[src/rtl/mem_port_arbiter_pkg.sv]
// Shared definitions for the unified-memory port arbiter.
//   arb_state_e : FSM state encoding (IDLE / ACCESS / DONE)
//   SelIf/SelDm : values of the 2:1 address/control mux select
package mem_port_arbiter_pkg;

    typedef enum logic [1:0] {
        StIdle   = 2'd0,
        StAccess = 2'd1,
        StDone   = 2'd2
    } arb_state_e;

    localparam logic SelIf = 1'b0;
    localparam logic SelDm = 1'b1;

endpackage

[src/rtl/mem_port_arbiter_timer.sv]
// Access timeout counter for the memory port arbiter.
// Ports:
//   clk     in  clock, rising edge
//   rst     in  synchronous active-high reset
//   clr     in  force count to zero
//   en      in  count one cycle
//   expired out count has reached TIMEOUT-1
module mem_port_arbiter_timer #(
    parameter int unsigned TIMEOUT = 16,
    parameter int unsigned CW      = 5
) (
    input  logic clk,
    input  logic rst,
    input  logic clr,
    input  logic en,
    output logic expired
);

    logic [CW-1:0] count_q;

    assign expired = (count_q == CW'(TIMEOUT - 1));

    // Holds at the expiry value so it can never wrap back to zero.
    always_ff @(posedge clk) begin
        if (rst) begin
            count_q <= '0;
        end else if (clr) begin
            count_q <= '0;
        end else if (en && !expired) begin
            count_q <= count_q + 1'b1;
        end
    end

endmodule

[src/rtl/mem_port_arbiter.sv]
// Arbiter sharing the single-ported unified memory between instruction fetch
// (IF) and data access (DM). DM has priority; after STARVE_MAX consecutive DM
// grants with IF waiting, IF is forced through. Each access is a
// req -> mem_req ... mem_ready -> ack handshake; a timeout aborts with err.
// Ports:
//   clk, rst  clock and synchronous active-high reset
//   if_req    IF request, held until if_ack
//   dm_req    DM request, held until dm_ack
//   mem_ready memory completes the current access (pulse)
//   mem_req   access in progress
//   sel       mux select, 0 = IF path, 1 = DM path
//   if_ack    IF access complete (pulse)
//   dm_ack    DM access complete (pulse)
//   err       access timed out (pulse, alongside the ack)
//   busy      FSM not idle
module mem_port_arbiter
    import mem_port_arbiter_pkg::*;
#(
    parameter int unsigned STARVE_MAX = 4,
    parameter int unsigned TIMEOUT    = 16,
    parameter int unsigned CW         = 5
) (
    input  logic clk,
    input  logic rst,
    input  logic if_req,
    input  logic dm_req,
    input  logic mem_ready,
    output logic mem_req,
    output logic sel,
    output logic if_ack,
    output logic dm_ack,
    output logic err,
    output logic busy
);

    localparam int unsigned SW = $clog2(STARVE_MAX + 1);

    arb_state_e    state_q, state_d;
    logic [SW-1:0] starve_q, starve_d;
    logic          sel_d, mem_req_d, if_ack_d, dm_ack_d, err_d, busy_d;
    logic          expired;
    logic          grant_dm;

    mem_port_arbiter_timer #(
        .TIMEOUT (TIMEOUT),
        .CW      (CW)
    ) u_timer (
        .clk     (clk),
        .rst     (rst),
        .clr     (state_q != StAccess),
        .en      (state_q == StAccess),
        .expired (expired)
    );

    // DM wins unless IF is also waiting and has been passed over too often.
    assign grant_dm = dm_req && !(if_req && (starve_q == SW'(STARVE_MAX)));

    // State register plus registered outputs.
    always_ff @(posedge clk) begin
        if (rst) begin
            state_q  <= StIdle;
            starve_q <= '0;
            sel      <= SelIf;
            mem_req  <= 1'b0;
            if_ack   <= 1'b0;
            dm_ack   <= 1'b0;
            err      <= 1'b0;
            busy     <= 1'b0;
        end else begin
            state_q  <= state_d;
            starve_q <= starve_d;
            sel      <= sel_d;
            mem_req  <= mem_req_d;
            if_ack   <= if_ack_d;
            dm_ack   <= dm_ack_d;
            err      <= err_d;
            busy     <= busy_d;
        end
    end

    // Next-state logic.
    always_comb begin
        state_d = state_q;
        unique case (state_q)
            StIdle:   if (if_req || dm_req) state_d = StAccess;
            StAccess: if (mem_ready || expired) state_d = StDone;
            StDone:   state_d = StIdle;
            default:  state_d = StIdle;
        endcase
    end

    // Output / datapath next values; everything is registered above.
    always_comb begin
        sel_d     = sel;
        starve_d  = starve_q;
        mem_req_d = (state_d == StAccess);
        busy_d    = (state_d != StIdle);
        if_ack_d  = 1'b0;
        dm_ack_d  = 1'b0;
        err_d     = 1'b0;

        if (state_q == StIdle && (if_req || dm_req)) begin
            sel_d = grant_dm ? SelDm : SelIf;
            if (grant_dm && if_req) begin
                if (starve_q != SW'(STARVE_MAX)) starve_d = starve_q + 1'b1;
            end else begin
                starve_d = '0;
            end
        end

        if (state_q == StAccess && state_d == StDone) begin
            if_ack_d = (sel == SelIf);
            dm_ack_d = (sel == SelDm);
            // A completion in the expiry cycle counts as success.
            err_d    = !mem_ready;
        end
    end

endmodule
[config.mk]
export PLATFORM = sky130hd
export DESIGN_NAME = mem_port_arbiter
export DESIGN_NICKNAME = d
export VERILOG_FILES = /design/src/rtl/mem_port_arbiter_pkg.sv /design/src/rtl/mem_port_arbiter_timer.sv /design/src/rtl/mem_port_arbiter.sv
export SDC_FILE = /design/constraint.sdc
export NUM_CORES = 1
export LEC_CHECK = 0
export BUFFER_PORTS_ARGS = -buffer_cell sky130_fd_sc_hd__buf_4
export CAP_MARGIN = 5
export CORE_MARGIN = 2
export CORE_UTILIZATION = 40
export CTS_CLUSTER_SIZE = 14
export DETAILED_ROUTE_END_ITERATION = 8
export PLACE_DENSITY_LB_ADDON = 0.25
export SLEW_MARGIN = 25
export SYNTH_ARGS = -nofsm -noshare
export SYNTH_HDL_FRONTEND = slang
export SYNTH_HIERARCHICAL = 1
export SYNTH_SLANG_ARGS = --single-unit
[constraint.sdc]
create_clock -name clk -period 1.58 [get_ports clk]
set_input_delay 0.237 -clock clk [delete_from_list [all_inputs] [get_ports clk]]
set_output_delay 0.237 -clock clk [all_outputs]
set_load 0.05 [all_outputs]
Yosys cells after proc, flatten, opt, wreduce, memory -nomap -nowiden
Cells that the tools add are included.
{"block": "totals", "wordCells": 43, "ff_bits": 16, "input_bits": 5}
{"block": "op_classes", "bitwise": 2, "mux": 6, "reduce_logical": 16, "addsub": 2, "eq_ne": 8}
{"cell": "logical AND 1 bit", "n": 6}
{"cell": "two-way mux 3 bit", "n": 2}
{"cell": "adder 5 x 1 -> 5 bit, second input constant", "n": 1}
{"cell": "== test 5 x 4 -> 1 bit, second input constant", "n": 1}
{"cell": "== test 2 x 1 -> 1 bit, second input constant", "n": 2}
{"cell": "two-way mux 2 bit", "n": 2}
{"cell": "!= test 2 x 1 -> 1 bit, second input constant", "n": 2}
{"cell": "case mux 2 bit (2 select lines)", "n": 1}
{"cell": "OR reduction 2 bit", "n": 2}
{"cell": "adder 3 x 1 -> 3 bit, second input constant", "n": 1}
{"cell": "== test 3 bit, second input constant", "n": 1}
{"cell": "logical NOT 1 bit", "n": 3}
{"cell": "!= test 3 bit, second input constant", "n": 1}
{"cell": "== test 2 bit, second input constant", "n": 1}
{"cell": "logical NOT 2 bit", "n": 1}
{"cell": "logical OR 1 bit", "n": 2}
{"cell": "NOT 1 bit", "n": 2}
{"cell": "AND reduction 2 bit", "n": 1}
{"cell": "nonzero test 2 bit", "n": 1}
{"cell": "two-way mux 1 bit", "n": 1}

Longest topological paths before layout
Gate-level depths: netlist (run 1).
{"block": "depth", "depth_word": 8, "mapped_depth": 7, "ltp_nobuf": 7}

Modules after synthesis
The synthesis (run 1) kept the hierarchy.
{"mod": "mem_port_arbiter", "area_per_inst_um2": 451.7, "n_inst": 1, "cells_each": 51}
{"mod": "mem_port_arbiter_timer", "area_per_inst_um2": 241.5, "n_inst": 1, "cells_each": 26}

Worst setup path before layout (run 1)
Ideal clock, no wire load.
{"block": "synth_timing", "path_type": "flip-flop to flip-flop", "startpoint": "register u_timer.count_q[0]", "endpoint": "register u_timer.count_q[3]", "path_stages_with_launch": 7, "setup_time_ns": 0.070, "slack_ns": 0.040, "arrival_time_ns": 1.470, "synth_period_minus_slack_ns": 1.540, "n_path_buf": 0, "required_time_ns": 1.510, "path_cell_list": "dfxtp_1 > ha_1 > and3_1 > ha_1 > nand2b_4 > or3_1 > a21oi_1"}
{"block": "synth_between", "elab_chain_cells": 3, "word_cells_on_any_way": 4, "classes_between": "add/sub: 1; eq/ne: 1; reduce/logical: 2"}
{"element": "start, declared", "line_no": "mem_port_arbiter_timer.sv:19", "text": "logic [CW-1:0] count_q;"}
{"element": "start signal, assigned", "line_no": "mem_port_arbiter_timer.sv:30", "text": "count_q <= count_q + 1'b1;"}
{"element": "== test 5 x 4 -> 1 bit", "line_no": "mem_port_arbiter_timer.sv:21", "text": "assign expired = (count_q == CW'(TIMEOUT - 1));"}
{"element": "net expired", "line_no": "mem_port_arbiter.sv:41", "text": "logic expired;"}
{"element": "logical NOT 1 bit", "line_no": "mem_port_arbiter_timer.sv:29", "text": "end else if (en && !expired) begin"}
{"element": "logical AND 1 bit", "line_no": "mem_port_arbiter_timer.sv:29"}
The timed path passes the listed nets, and every way through them passes these cells.
A chain may end at the register's enable or synchronous reset.

Final worst setup path (run 1)
{"block": "layout_timing", "startpoint": "register u_timer.count_q[1]", "endpoint": "register u_timer.count_q[3]"}
The elaborated chain is that of the path after synthesis.

==> results of run 1 <==
## metal layers
layer  wire length, um  vias up  track usage
li1                  -      290            -
met1               646      238       0.1927
met2               510       11       0.1915
met3                61        4      0.05159
met4                25        0       0.1059
met5                 0        -            0
## cells in the mapped netlist
cell type	number
dfxtp_1	16
nor2_1	9
a21oi_1	7
inv_1	5
nand2_1	5
ha_1	4
o211ai_1	4
o21ai_0	4
and2_1	2
inv_2	2
nand3_1	2
nand4_1	2
or2_2	2
a211oi_1	1
and2b_2	1
and3_1	1
clkbuf_1	1
nand2b_4	1
nand3b_1	1
nor2b_4	1
nor3b_1	1
o31ai_1	1
or3_1	1
or3_4	1
xnor2_1	1
xor2_1	1
## cells by family after synthesis
family / share of synthesized area
AOI/OAI and AO/OA: 0.1444
and+or+nand+nor: 0.2527
xor gates and xnor gates: 0.02528
buffers and inverters: 0.04332
adders and majority gates: 0.07221
DFF: 0.4621
## power breakdown
group	internal (mW)	switching, mW
clock network	0.141	0.134
registers	0.421	0.0105
logic	0.0485	0.0843
## worst min-delay path by stage
| stage | start | end | slack [ns] |
|---|---|---|---|
| 2_1_floorplan | mem_ready | err$_SDFF_PP0_ | 0.31 |
| 3_3_place_gp | mem_ready | err$_SDFF_PP0_ | 0.41 |
| 3_5_place_dp | mem_ready | err$_SDFF_PP0_ | 0.41 |
| 4_1_cts | mem_ready | err$_SDFF_PP0_ | 0.09 |
| 5_1_grt | mem_ready | err$_SDFF_PP0_ | 0.08 |
| 6_report | mem_ready | err$_SDFF_PP0_ | 0.10 |
## per-stage QoR
stage | worst slack [ns] | hold WS, ns | util
floorplan | 0.03982 | 0.3092 | -
global placement | 0.03766 | 0.4101 | 0.4749
detailed placement | -0.02836 | 0.4089 | 0.4749
CTS | 0.01170 | 0.09214 | 0.4989
global route | -0.002290 | 0.08296 | 0.5124
finish | 0.05419 | 0.1037 | 0.5124
## sequential cells by signal (all words and copies together) (netlist names)
name and flops:
if_ack 1, dm_ack 1, mem_req 1, sel 1, err 1, busy 1
u_timer/count_q 5, state_q 2, starve_q 3
## repair_timing
action                     4_1_cts  5_1_grt
setup endpoints to repair        1        1
resized for setup                2        5
cloned                           0        0
pin swaps                        1        3
## area by class of cell
cell class | instances | area, um2
Fill cell | 162 | 814.5
Multi-Input combinational cell | 53 | 366.6
Sequential cell | 16 | 322.8
Timing Repair Buffer | 11 | 82.58
Clock buffer | 4 | 36.28
Inverter | 7 | 26.28
Tap cell | 17 | 21.27
## critical path, stage by stage (launching register included)
cell      delay [ns]
dfxtp_2         0.35
ha_4            0.15
and3_1          0.18
ha_2            0.19
nand2b_4        0.14
or3_4           0.33
a21oi_2         0.13
==> results.sh, run 1 <==
export IMPL_status="complete, no violations"
export IMPL_timing_final_crit_share=0.9657
export IMPL_yosys_top_cells_area="dfxtp_1 (46%), ha_1 (7.2%), a21oi_1 (5.1%)"
export IMPL_drc=0
export IMPL_dieArea_um2=2082
export IMPL_grtUsageTotal=0.1457
export IMPL_worstMarginPinSlew_ns=0.2978
export IMPL_cp_end_kind="flop"
export IMPL_viasPerCell=5.028
export IMPL_hold_path_class="input port to flop"
export IMPL_critPathMaxFanout=4
export IMPL_postCtsSetupRepairBufs=0
export IMPL_antenna_cells=0
export IMPL_grt_pass1_vias=487
export IMPL_port_buffers=10
export IMPL_firstDrtPassIters=3
export IMPL_maxCapViolations=0
export IMPL_total_power_mw=0.8386
export IMPL_peakVddDrop_mv=0.3692
export IMPL_layout_commonest_cell="dfxtp_1"
export IMPL_antenna_found_initial=0
export IMPL_clk_pin_slew_ns=0.09
export IMPL_cts_buffers=3
export IMPL_max_slew_margin_rel=0.7994
export IMPL_fin_crit_ns=1.526
export IMPL_cts_buffer_depth=2
export IMPL_syn_inst=77
export IMPL_start_util=0.4150
export IMPL_dieHeight_um=45.63
export IMPL_syn_num_nets=86
export IMPL_r2r_end="u_timer/count_q[3]$_SDFFE_PP0P_"
export IMPL_cts_sinks=16
export IMPL_htreeDepth=1
export IMPL_wl_um=1243
export IMPL_skew_ns=0.01122
export IMPL_placed_cells=104
export IMPL_cts_root_buffer="clkbuf_4"
export IMPL_timing_setup_tns_ns=0
export IMPL_finalHoldViolCount=0
export IMPL_die_w_um=45.63
export IMPL_avgSynthCellArea_um2=9.002
export IMPL_arrival_ns=1.75
export IMPL_reg2reg_from="u_timer/count_q[1]$_SDFFE_PP0P_"
export IMPL_clock_latency_ns=0.30
export IMPL_cts_hold_buffers=0
export IMPL_yosysWarnings=6
export IMPL_drt_iter0_markers=7
export IMPL_leakage_nw=0.3455
export IMPL_yosysUniqueCellTypes=26
export IMPL_synth_seq_area_share=0.4621
export IMPL_fin_cells=108
export IMPL_gp_congestion=0.7189
export IMPL_layout_nets=101
export IMPL_core_um2=1670
export IMPL_hold_depth=2
export IMPL_critPathLaunchType="flop"
export IMPL_vias=543
export IMPL_wl_per_cell_um=11.51
export IMPL_grt_start_max_net_pins=12
export IMPL_fmax_mhz=655.4
export IMPL_grt_overflow_total=0
export IMPL_yosysTopAreaCell="dfxtp_1"
export IMPL_grt_pass1_wl_um=2021
export IMPL_cts_tree="done"
export IMPL_report_final_slew_viol_count=0
export IMPL_power_density_nw_per_um2=979.9
export IMPL_setup_viol=0
export IMPL_synth_seq_cells=16
export IMPL_worstPathRequired_ns=1.81
export IMPL_row_count=15
export IMPL_ant_nets=0
export IMPL_worstSetupEndpoint="u_timer/count_q[3]$_SDFFE_PP0P_"
export IMPL_drive_gt1_frac=0.3187
export IMPL_crit_start="u_timer/count_q[1]$_SDFFE_PP0P_"
export IMPL_timing_reg2reg_setup_slack_ns=0.05
export IMPL_place_area_um2=793.3
export IMPL_final_area_um2=855.8
export IMPL_syn_area_um2=693.2
export IMPL_dp_final_hpwl_um=904.7
export IMPL_final_cell_mix="dfxtp_1 (14), buf_4 (11), nor2_1 (9), a21oi_1 (6)"
export IMPL_reg2regPathDepth=6
export IMPL_ios=11
export IMPL_critical_path_class="flop to flop"
export IMPL_area_growth_pct=23.47
export IMPL_netlist_area_leader_share=0.4621
Power figures use the tool's default switching activity.
==> inputs of run 2 (changes only) <==
==> constraint.sdc (replaced) <==
create_clock -name clk -period 1.6 [get_ports clk]
set_input_delay 0.24 -clock clk [delete_from_list [all_inputs] [get_ports clk]]
set_output_delay 0.24 -clock clk [all_outputs]
set_load 0.05 [all_outputs]
==> run 2 against run 1 <==
Fmax shrank 1.9%; first-iteration DRC count shrank 14%; sequential share of layout area grew 0.45 points; core utilization shrank 0.60 points; combinational power is essentially flat; critical path depth is the same; largest cell class unchanged; largest power group unchanged; highest routed layer unchanged.
==> results.sh, run 2 (synthesis results as in run 1) <==
export IMPL_critPathMaxFanout=4
export IMPL_clock_latency_ns=0.30
export IMPL_peakVddDrop_mv=0.3645
export IMPL_cp_end_kind="flop"
export IMPL_regMostFlops="u_timer/count_q"
export IMPL_critical_path_top_delay_family="simple AND/OR/NAND/NOR gates"
export IMPL_cts_buffer_depth=2
export IMPL_wl_per_cell_um=11.44
export IMPL_critPathBufInv=0
export IMPL_cts_root_buffer="clkbuf_4"
export IMPL_antenna_cells=0
export IMPL_seq_power_share=0.514
export IMPL_arrival_ns=1.78
export IMPL_report_final_slew_viol_count=0
export IMPL_cts_hold_buffers=0
export IMPL_comb_power_share=0.158
export IMPL_worstPathRequired_ns=1.83
export IMPL_p_int_mw=0.6017
export IMPL_hold_path_class="input port to flop"
export IMPL_core_um2=1670
export IMPL_wl_um=1236
export IMPL_area_growth_pct=22.02
export IMPL_critical_path_class="flop to flop"
export IMPL_dp_final_hpwl_um=904.7
export IMPL_clk_pin_slew_ns=0.09
export IMPL_cp_cell_sequence="ha_2 > and3_1 > ha_2 > nand2b_4 > or3_4 > a21oi_2"
export IMPL_fin_crit_ns=1.555
export IMPL_ant_nets=0
export IMPL_dieArea_um2=2082
export IMPL_fin_hold_ws_ns=0.1060
export IMPL_gp_congestion=0.7189
export IMPL_layout_commonest_cell="dfxtp_1"
export IMPL_clkPwrFrac=0.328
export IMPL_worstMarginPinSlew_ns=0.2978
export IMPL_grt_pass1_wl_um=2021
export IMPL_leakage_nw=0.3457
export IMPL_power_density_nw_per_um2=978.8
export IMPL_nFillCells=162
export IMPL_grt_pass1_vias=487
export IMPL_maxCapViolations=0
export IMPL_postCtsSetupRepairBufs=0
export IMPL_vias=540
export IMPL_crit_start="u_timer/count_q[0]$_SDFFE_PP0P_"
export IMPL_cts_tree="done"
export IMPL_htreeDepth=1
export IMPL_power_net_switching_mw=0.2262
export IMPL_grt_overflow_total=0
export IMPL_fin_cells=108
export IMPL_drt_iter0_markers=6
export IMPL_cts_sinks=16
export IMPL_hp_start="mem_ready"
export IMPL_reg2reg_from="u_timer/count_q[0]$_SDFFE_PP0P_"
export IMPL_final_cell_mix="dfxtp_1 (14), buf_4 (11), nor2_1 (9), a21oi_1 (6)"
export IMPL_fmax_mhz=643.1
export IMPL_start_util=0.4150
export IMPL_ios=11
export IMPL_viasPerCell=5.000
export IMPL_cpMaxStageDelayCell="or3_4"
export IMPL_antenna_found_initial=0
export IMPL_drive_gt1_frac=0.3187
export IMPL_timing_final_crit_share=0.9719
export IMPL_timing_setup_tns_ns=0
export IMPL_drc=0
export IMPL_dieHeight_um=45.63
export IMPL_cp_slowest_stage_delay_ns=0.36
export IMPL_switching_share=0.2732
export IMPL_setup_viol=0
export IMPL_critPathLaunchType="flop"
export IMPL_layout_nets=101
export IMPL_cts_buffers=3
export IMPL_largestRegisters="u_timer/count_q (5), starve_q (3), state_q (2)"
export IMPL_largest_reg_flops=5
export IMPL_die_w_um=45.63
export IMPL_status="complete, no violations"
export IMPL_finalHoldViolCount=0
export IMPL_max_slew_margin_rel=0.7994
export IMPL_skew_ns=0.01083
export IMPL_placed_cells=104
export IMPL_row_count=15
export IMPL_port_buffers=10
export IMPL_crit_path_frequent_cell="ha_2"
export IMPL_grt_start_max_net_pins=12
export IMPL_firstDrtPassIters=3
export IMPL_grtUsageTotal=0.1457
-- run 2: cell count changes in the layout (fill, tap and decap cells not counted) --
cell  before  now
ha_4       1    0
ha_2       1    2
-- run 2: stage by stage --
stage	worst slack, ns	total power [mW]	area, um2	utilization
final	0.04503	0.8279	845.8	0.5064
after CTS	0.01626	0.8410	833.3	0.4989
after detailed placement	-0.008356	0.5644	793.3	0.4749
after floorplan	0.05982	0.5251	693.2	-
after global routing	-0.01551	0.8707	845.8	0.5064
after global placement	0.05766	0.5635	793.3	0.4749
-- run 2: final cells by class --
| cell class | count | area [um2] | area share |
|---|---|---|---|
| clock buffers | 4 | 36.28 | 0.04290 |
| inverters | 7 | 26.28 | 0.03107 |
| multi-input cells | 53 | 356.6 | 0.4216 |
| flip-flops and latches | 16 | 322.8 | 0.3817 |
| well taps | 17 | 21.27 | 0.02515 |
| repair buffers | 11 | 82.58 | 0.09763 |
-- run 2: metal layers --
| metal | vias up | global-route usage | wire length, um |
|---|---|---|---|
| met2 | 11 | 0.1915 | 510 |
| met3 | 4 | 0.05159 | 61 |
| li1 | 289 | - | - |
| met5 | - | 0 | 0 |
| met4 | 0 | 0.1059 | 25 |
| met1 | 236 | 0.1927 | 639 |
-- run 2: worst paths after layout --
kind / endpoint / slack [ns] / depth (start not counted)
hold / removal: err$_SDFF_PP0_ / 0.11 / 2
setup reg to reg: u_timer/count_q[3]$_SDFFE_PP0P_ / 0.05 / 6
setup / recovery: u_timer/count_q[3]$_SDFFE_PP0P_ / 0.05 / 6
hold reg to reg: if_ack$_SDFF_PP0_ / 0.48 / 1
-- run 2: repair_timing --
action,4_1_cts,5_1_grt
setup endpoints to repair,1,1
resized for setup,2,4
pin swaps,0,2
-- run 2: power by group through the flow --
stage,combinational [mW],clock (mW),sequential (mW)
global placement,0.130,0,0.434
detailed placement,0.131,0,0.434
global route,0.144,0.299,0.428
CTS,0.131,0.284,0.425
floorplan,0.0590,0,0.466
finish,0.131,0.272,0.425
==> inputs of run 3 (changes only) <==
--- a/config.mk
+++ b/config.mk
@@ -7,8 +7,10 @@
 export LEC_CHECK = 0
 export BUFFER_PORTS_ARGS = -buffer_cell sky130_fd_sc_hd__buf_4
 export CAP_MARGIN = 5
+export CELL_PAD_IN_SITES_DETAIL_PLACEMENT = 0
+export CELL_PAD_IN_SITES_GLOBAL_PLACEMENT = 1
 export CORE_MARGIN = 2
-export CORE_UTILIZATION = 40
+export CORE_UTILIZATION = 39
 export CTS_CLUSTER_SIZE = 14
 export DETAILED_ROUTE_END_ITERATION = 8
 export PLACE_DENSITY_LB_ADDON = 0.25
==> run 3 against run 2 <==
First-iteration DRC count grew 130%; cell count rose by 7.4%; core utilization is 0.23 points lower; global-route usage decreased by 2.0 points; clock-buffer cell count unchanged; via count down 0.74%; hold slack better by 0.0061 ns; flip-flop and latch count is the same; clock power down 6%; die area is 2.3% higher.
==> results.sh, run 3 (synthesis results as in run 1) <==
export IMPL_worstSetupEndpoint="u_timer/count_q[3]$_SDFFE_PP0P_"
export IMPL_critical_path_top_delay_family="simple AND/OR/NAND/NOR gates"
export IMPL_clock_latency_ns=0.28
export IMPL_drive_gt1_frac=0.2967
export IMPL_reg2reg_from="u_timer/count_q[1]$_SDFFE_PP0P_"
export IMPL_reg2regPathDepth=6
export IMPL_maxCapViolations=0
export IMPL_dieHeight_um=46.16
export IMPL_drt_iter0_markers=14
export IMPL_worstMarginPinSlew_ns=0.3348
export IMPL_htreeDepth=1
export IMPL_ios=11
export IMPL_cpMaxStageDelayCell="or3_1"
export IMPL_cts_root_buffer="clkbuf_4"
export IMPL_critical_path_class="flop to flop"
export IMPL_dpl_worst_slack_ns=-0.01232
export IMPL_cts_hold_buffers=0
export IMPL_timing_reg2reg_setup_slack_ns=0.08
export IMPL_crit_start="u_timer/count_q[1]$_SDFFE_PP0P_"
export IMPL_port_buffers=10
export IMPL_r2r_end="u_timer/count_q[3]$_SDFFE_PP0P_"
export IMPL_cts_tree="done"
export IMPL_vias=536
export IMPL_worstPathRequired_ns=1.82
export IMPL_critPathBufInv=0
export IMPL_grt_overflow_total=0
export IMPL_area_growth_pct=24.19
export IMPL_rsz0062_at_grt="no"
export IMPL_clk_pin_slew_ns=0.09
export IMPL_report_final_slew_viol_count=0
export IMPL_cts_buffer_depth=2
export IMPL_wl_um=1134
export IMPL_nFillCells=163
export IMPL_skew_ns=0.001777
export IMPL_cp_slowest_stage_delay_ns=0.34
export IMPL_postCtsSetupRepairBufs=0
export IMPL_status="complete, no violations"
export IMPL_cp_end_kind="flop"
export IMPL_cp_depth=6
export IMPL_peakVddDrop_mv=0.7226
export IMPL_total_power_mw=0.8102
export IMPL_power_density_nw_per_um2=941.2
export IMPL_ant_nets=0
export IMPL_cts_buffers=3
export IMPL_die_w_um=46.16
export IMPL_max_slew_margin_rel=0.7744
export IMPL_worst_slack_ns=0.07765
export IMPL_setup_viol=0
export IMPL_cts_sinks=16
export IMPL_arrival_ns=1.74
export IMPL_drc=0
export IMPL_finalHoldViolCount=0
export IMPL_dp_final_hpwl_um=864.1
export IMPL_grt_pass1_wl_um=1814
export IMPL_layout_commonest_cell="dfxtp_1"
export IMPL_hold_path_class="input port to flop"
export IMPL_start_util=0.4059
export IMPL_fmax_mhz=656.9
export IMPL_timing_final_crit_share=0.9515
export IMPL_grt_start_max_net_pins=12
export IMPL_firstDrtPassIters=4
export IMPL_viasPerCell=4.621
export IMPL_row_count=15
export IMPL_dieArea_um2=2131
export IMPL_final_cell_mix="dfxtp_1 (15), buf_4 (11), nor2_1 (9), a21oi_1 (7)"
export IMPL_layout_nets=101
export IMPL_wl_per_cell_um=9.776
export IMPL_leakage_nw=0.3431
export IMPL_gp_congestion=0.7097
export IMPL_critPathMaxFanout=4
export IMPL_largestRegisters="u_timer/count_q (5), starve_q (3), state_q (2)"
export IMPL_largest_reg_flops=5
export IMPL_core_um2=1708
export IMPL_antenna_found_initial=0
export IMPL_fin_crit_ns=1.522
export IMPL_antenna_cells=0
export IMPL_regMostFlops="u_timer/count_q"
export IMPL_critPathLaunchType="flop"
export IMPL_grtUsageTotal=0.1256
export IMPL_grt_pass1_vias=462
export IMPL_cp_cell_sequence="ha_2 > and3_4 > ha_4 > nand2b_4 > or3_1 > a21oi_1"
run 3: repair_timing:
action,4_1_cts,5_1_grt
setup endpoints to repair,1,2
pin swaps,0,1
resized for setup,1,4
run 3: final cells by class:
type                    count  area [um2]  area share
clock buffers               4       36.28     0.04215
well taps                  25       31.28     0.03634
inverters                   7       26.28     0.03052
multi-input cells          53       362.8      0.4215
repair buffers             11       82.58     0.09593
flip-flops and latches     16       321.6      0.3735
run 3: per-stage QoR:
stage                     hold WS, ns  instances    util  area [um2]  setup TNS, ns
after global routing          0.09246        116  0.5040       860.8              0
after detailed placement       0.4129        112  0.4703       803.3       -0.01232
final                          0.1121        116  0.5040       860.8              0
after floorplan                0.3122         77       -       693.2              0
after global placement         0.4119        112  0.4703       803.3              0
after CTS                      0.1056        116  0.4930       842.1              0
run 3: routing by layer:
metal	vias to the layer above	part of all wire	global-route usage
met4	0	0.0088	0.05143
li1	291	-	-
met1	229	0.46	0.1463
met2	14	0.46	0.1889
met3	2	0.067	0.07059
met5	-	0	0
run 3: power breakdown:
group	total, mW	switching, mW	internal [mW]
registers	0.425	0.00950	0.415
logic	0.129	0.0816	0.0476
clock network	0.256	0.118	0.138
run 3: worst min-delay path by stage:
stage | slack, ns | cells after the start | endpoint | start
after floorplan | 0.31 | 1 | err$_SDFF_PP0_ | mem_ready
after global placement | 0.41 | 2 | err$_SDFF_PP0_ | mem_ready
after detailed placement | 0.41 | 2 | err$_SDFF_PP0_ | mem_ready
after CTS | 0.11 | 2 | err$_SDFF_PP0_ | mem_ready
after global routing | 0.09 | 2 | err$_SDFF_PP0_ | mem_ready
final | 0.11 | 2 | err$_SDFF_PP0_ | mem_ready
